[src/rtl/vga_pkg.sv]
// Shared VGA constants, pipeline types and the built-in sprite image.
package vga_pkg;

  localparam int DISPLAY_H = 640;
  localparam int DISPLAY_V = 480;
  localparam int RGB_W     = 12;
  localparam int COORD_W   = 10;

  typedef logic [RGB_W-1:0]   rgb_t;
  typedef logic [COORD_W-1:0] coord_t;

  // Built-in 16x16 sprite: anti-diagonal texels carry the F0F colour key.
  function automatic rgb_t sprite_image(input logic [7:0] a);
    logic [3:0] hi;
    logic [3:0] lo;
    hi = a[7:4];
    lo = a[3:0];
    if (lo == ~hi) begin
      return 12'hF0F;
    end
    return {hi, lo, ~(hi ^ lo)};
  endfunction

endpackage

[src/rtl/sprite_rom.sv]
// Sprite bitmap ROM with a registered read port, one clk of latency.
module sprite_rom
  import vga_pkg::*;
#(
  parameter int AW = 8
) (
  input  logic          clk,
  input  logic [AW-1:0] addr,
  output rgb_t          q
);

  always_ff @(posedge clk) begin
    q <= sprite_image(8'(addr));
  end

endmodule

[src/rtl/vga_sprite_pixel.sv]
// Pixel stage after vga_sync: overlays a colour-keyed ROM sprite on a background,
// with tear-free position updates committed at frame start.
module vga_sprite_pixel
  import vga_pkg::*;
#(
  parameter int   SPR_W   = 16,
  parameter int   SPR_H   = 16,
  parameter rgb_t KEY_RGB = 12'hF0F,
  parameter int   RST_X   = 0,
  parameter int   RST_Y   = 0,
  parameter int   AW      = 8
) (
  input  logic   clk,
  input  logic   clr_n,
  input  logic   p_tick,
  input  logic   f_tick,
  input  logic   video_on,
  input  logic   hsync_in,
  input  logic   vsync_in,
  input  coord_t x,
  input  coord_t y,
  input  rgb_t   bg_rgb,
  input  logic   pos_valid,
  input  coord_t pos_x,
  input  coord_t pos_y,
  output logic   pos_ready,
  output rgb_t   rgb,
  output logic   hsync,
  output logic   vsync,
  output logic   hit
);

  localparam logic [10:0] W11 = 11'(SPR_W);
  localparam logic [10:0] H11 = 11'(SPR_H);
  localparam coord_t      RX  = coord_t'(RST_X);
  localparam coord_t      RY  = coord_t'(RST_Y);

  coord_t ax_reg, ay_reg, px_reg, py_reg;
  coord_t ax_next, ay_next, px_next, py_next;
  logic   pending_reg, pending_next;

  // Commit wins over accept; the two can never collide because ready is low while pending.
  always_comb begin
    ax_next      = ax_reg;
    ay_next      = ay_reg;
    px_next      = px_reg;
    py_next      = py_reg;
    pending_next = pending_reg;
    if (p_tick && f_tick && pending_reg) begin
      ax_next      = px_reg;
      ay_next      = py_reg;
      pending_next = 1'b0;
    end else if (pos_valid && !pending_reg) begin
      px_next      = pos_x;
      py_next      = pos_y;
      pending_next = 1'b1;
    end
  end

  always_ff @(posedge clk) begin
    if (!clr_n) begin
      ax_reg      <= RX;
      ay_reg      <= RY;
      px_reg      <= RX;
      py_reg      <= RY;
      pending_reg <= 1'b0;
    end else begin
      ax_reg      <= ax_next;
      ay_reg      <= ay_next;
      px_reg      <= px_next;
      py_reg      <= py_next;
      pending_reg <= pending_next;
    end
  end

  assign pos_ready = !pending_reg;

  // Stage 1: box test and ROM address, 11-bit so ax+SPR_W cannot wrap.
  logic [10:0]   x11, y11, ax11, ay11, dx, dy;
  logic          in_box_next;
  logic [AW-1:0] addr_next;

  always_comb begin
    x11         = {1'b0, x};
    y11         = {1'b0, y};
    ax11        = {1'b0, ax_reg};
    ay11        = {1'b0, ay_reg};
    dx          = x11 - ax11;
    dy          = y11 - ay11;
    in_box_next = (x11 >= ax11) && (x11 < ax11 + W11) &&
                  (y11 >= ay11) && (y11 < ay11 + H11);
    addr_next   = AW'(dy) * AW'(SPR_W) + AW'(dx);
  end

  logic [AW-1:0] addr_reg;
  logic          in_box1_reg, von1_reg;

  always_ff @(posedge clk) begin
    if (!clr_n) begin
      addr_reg    <= '0;
      in_box1_reg <= 1'b0;
      von1_reg    <= 1'b0;
    end else if (p_tick) begin
      addr_reg    <= addr_next;
      in_box1_reg <= in_box_next;
      von1_reg    <= video_on;
    end
  end

  rgb_t rom_q;

  sprite_rom #(
    .AW (AW)
  ) u_rom (
    .clk  (clk),
    .addr (addr_reg),
    .q    (rom_q)
  );

  // Syncs ride a two-stage delay matching the colour path.
  logic [1:0] sync_in, sync_out;
  assign sync_in = {vsync_in, hsync_in};

  genvar gi;
  generate
    for (gi = 0; gi < 2; gi++) begin : g_sync
      logic s1_reg, s2_reg;
      always_ff @(posedge clk) begin
        if (!clr_n) begin
          s1_reg <= 1'b0;
          s2_reg <= 1'b0;
        end else if (p_tick) begin
          s1_reg <= sync_in[gi];
          s2_reg <= s1_reg;
        end
      end
      assign sync_out[gi] = s2_reg;
    end
  endgenerate

  assign hsync = sync_out[0];
  assign vsync = sync_out[1];

  // Stage 2: colour select; bg_rgb is taken live at this stage.
  logic hit_next;
  rgb_t rgb_next;

  always_comb begin
    hit_next = von1_reg && in_box1_reg && (rom_q != KEY_RGB);
    rgb_next = '0;
    if (von1_reg) begin
      rgb_next = hit_next ? rom_q : bg_rgb;
    end
  end

  rgb_t rgb_reg;
  logic hit_reg;

  always_ff @(posedge clk) begin
    if (!clr_n) begin
      rgb_reg <= '0;
      hit_reg <= 1'b0;
    end else if (p_tick) begin
      rgb_reg <= rgb_next;
      hit_reg <= hit_next;
    end
  end

  assign rgb = rgb_reg;
  assign hit = hit_reg;

endmodule

[config.mk]
export PLATFORM = sky130hd
export DESIGN_NAME = vga_sprite_pixel
export DESIGN_NICKNAME = d
export VERILOG_FILES = /design/src/rtl/vga_pkg.sv /design/src/rtl/sprite_rom.sv /design/src/rtl/vga_sprite_pixel.sv
export SDC_FILE = /design/constraint.sdc
export NUM_CORES = 1
export LEC_CHECK = 0
export ABC_AREA = 1
export CAP_MARGIN = 20
export CORE_UTILIZATION = 43
export CTS_CLUSTER_SIZE = 8
export DETAILED_ROUTE_END_ITERATION = 8
export PLACE_DENSITY_LB_ADDON = 0.08
export SKIP_LAST_GASP = 1
export SLEW_MARGIN = 25
export SYNTH_ARGS = -nofsm -noshare
export SYNTH_HDL_FRONTEND = slang
export SYNTH_SLANG_ARGS = --single-unit
[constraint.sdc]
create_clock -name clk -period 4 [get_ports clk]
set_clock_uncertainty 0.1 [all_clocks]
set_input_delay 0.8 -clock clk [delete_from_list [all_inputs] [get_ports clk]]
set_output_delay 0.8 -clock clk [all_outputs]
set_load 0.01 [all_outputs]
==> summary.txt <==
Run status
  • Status: finished, final reports clean

Timing
  • RSZ-0062 raised after global routing: false
  • Slew HR: 49.6%
  • Least-Margin Pin Slew: 0.754 ns
  • Endpoints failing setup: 0
  • Count of pins over their slew limit: 0
  • Setup WS post-layout: 0.536 ns
  • Fin crit period: 3.46 ns
  • Tcrit/Tclk final: 86.6%
  • Final Hold Vio Count: 0
  • F_max: 289 MHz
  • Setup_tns: 0 ns

CTS
  • Htree depth: 3
  • CTS tree: done
  • CTS Hold Bufs: 0
  • CTS Buffer Depth: 2
  • Root buffer cell: clkbuf_8
  • Postcts setup bufs: 0
  • Clock Sinks: 80
  • Clock slew at reported path FFs: 0.08 ns
  • Number of buffers created by CTS: 9
  • Worst-skew pair later-pin latency: 0.35 ns
  • PostCTS Resize Cnt: 0

Layout
  • Layout area overhead: 25.2%
  • Fill count: 974
  • Antenna cells: 0
  • Fin nets: 752
  • Layout cell share with drive strength beyond 1: 3.85%

Drt
  • First-pass DRT Iterations: 4
  • Via Count: 3751
  • WL final: 9.52 mm
  • Vias per cell: 4.80
  • DRT antenna net count: 0
  • DRC viols: 0
  • DR WL/cell: 12.2 um
  • Number of DRC markers in iteration 0: 90

Pwr
  • Pleak: 2.36 nW
  • PwrDens: 369 mW/mm2
  • Peak VDD IR: 0.221 mV

Global route
  • Largest net degree at the start of global routing: 48
  • Initial antenna violation count: 0
  • Congestion Overflow GR: 0
  • GRT Total Usage: 20.1%
  • First-pass GRT wire length: 16.2 mm
  • Vias in the first global route: 3529

Worst setup path
  • CP delay by family, top: adder cells
  • Data required, critical path: 4.14 ns
  • Largest stage delay on the critical path: 0.45 ns
  • Worst setup SP type: input port
  • Crit. End Element: flop
  • CP max stage cell: clkdlybuf4s50_1
  • CP Max Fanout: 4
  • CP Buf/Inv Count: 3
  • WS Path Type: in2reg
  • Critical path, cell by cell: clkdlybuf4s50_1 -> inv_1 -> ha_1 -> fa_1 -> xnor2_1 -> fa_1 -> ha_1 -> a21oi_1 -> o21a_1 -> o21ai_0 -> nand3_1 -> nand2_1 -> o21ai_0 -> inv_1
  • Arrival @ worst endpoint: 3.61 ns

Logic synthesis
  • Post-synthesis net count: 684
  • Commonest cells in the synthesized netlist: nand2_1, dfxtp_1, inv_1
  • Main flop type after synthesis: dfxtp_1
  • Sequential area share after synthesis: 37.1%
  • Synthesized instance count: 576
  • #FFs+latches synth: 80
  • Async set or reset register ratio after synthesis: 0%
  • Syn_area_per_cell: 7.50 um2
  • Count leader, synth: nand2_1
  • Count of flip-flops with a built-in enable after synthesis: 0
  • Warnings from Yosys: 0
  • Synth area leader: dfxtp_1
  • Post-Synthesis Cell Area: 0.00432 mm2
  • Top cells by area, synth: dfxtp_1, ha_1, o21ai_0, nand2_1, a21oi_1
  • Netlist cell types: 31
  • Top-area cell type share of the netlist area: 37.1%

Floorplan
  • Die Wd: 102 um
  • # rows: 36
  • Core Region: 0.00977 mm2
  • I/O pin cnt: 76
  • Die Ht: 102 um
  • Die area: 0.0104 mm2
  • Initial Utilization: 44.2%

Placement
  • Routability congestion estimate: 0.853
  • I/O Buffers: 75
  • Setup WS pre-CTS: 0.170 ns
  • Post-DP HPWL: 7.25 mm

Flow run
  • Max_cap viols: 0

Hold path
  • Worst Hold Class: reg2reg
-- worst min-delay path, delay by kind of cell (launching register included) --
| kind | cells | cell delay [ns] |
|---|---|---|
| buf+inv | 1 | 0.06 |
| flops | 1 | 0.33 |
| simple gates | 1 | 0.04 |
-- layer usage --
layer	GRT usage (%)	vias up	share of wire, %
met4	6.04	0	0.62
met1	27.2	1689	48
li1	-	1985	-
met3	3.42	6	4.9
met5	0	-	0
met2	32.8	71	46
-- per-stage QoR --
stage          util [%]  power, mW  area [um2]  hold slack (ns)  instances
2_1_floorplan         -       1.19        4320            0.331        576
5_1_grt            55.3       2.12        5410            0.394        782
3_3_place_gp       52.9       1.33        5170            0.353        766
3_5_place_dp       52.9       1.34        5170            0.358        766
4_1_cts            55.3       2.02        5410            0.370        782
6_report           55.3       1.99        5410            0.363        782
-- placed cells by master, fill, tap and decap left out, types with 2 or more instances in the layout --
cell type and n:
a21o_1 5, a21oi_1 62, buf_4 4, bufinv_16 2
clkbuf_8 11, clkdlybuf4s50_1 75, dfxtp_1 80, fa_1 8
ha_1 40, inv_1 79, inv_2 2, nand2_1 83
nand3_1 13, nand3b_1 2, nand4_1 4, nor2_1 77
nor3_1 3, o211ai_1 2, o21ai_0 63, or2_1 4
xnor2_1 8, xor2_1 10
-- layout make-up --
class	instances	area (um2)	share of cell area [%]
clock inverters	4	76.3	1.41
clock buffers	12	155	2.87
well taps	133	166	3.08
flip-flops and latches	80	1600	29.6
multi-input cells	393	2320	43.0
repair buffers	79	781	14.4
inverters	81	304	5.62
-- where the power goes --
group,internal (mW),switching (mW)
logic,0.193,0.219
registers,0.864,0.0380
clock network,0.387,0.291
total,1.44,0.548
-- kinds of logic (layout without fill, tap and decap cells) --
logic type               after synthesis  after routing  synth area share, %
AND/OR/NAND/NOR                      190            190                 18.3
AO/OA/AOI/OAI                        137            137                 16.5
buffers and inverters                103            176                 9.15
flip-flops                            80             80                 37.1
adder cells (fa/ha/maj)               48             48                 15.3
XOR/XNOR                              18             18                 3.65
-- final timing paths --
path                             startpoint          end  slack (ns)  depth (start not counted)
worst max-delay path                   y[0]  addr_reg[7]        0.54                         14
worst min register to register  addr_reg[2]   u_rom.q[6]        0.36                          2
worst max register to register    ay_reg[0]  addr_reg[7]        1.17                         12
worst min-delay path            addr_reg[2]   u_rom.q[6]        0.36                          2
Note: power is estimated with default switching activity, not from simulation.
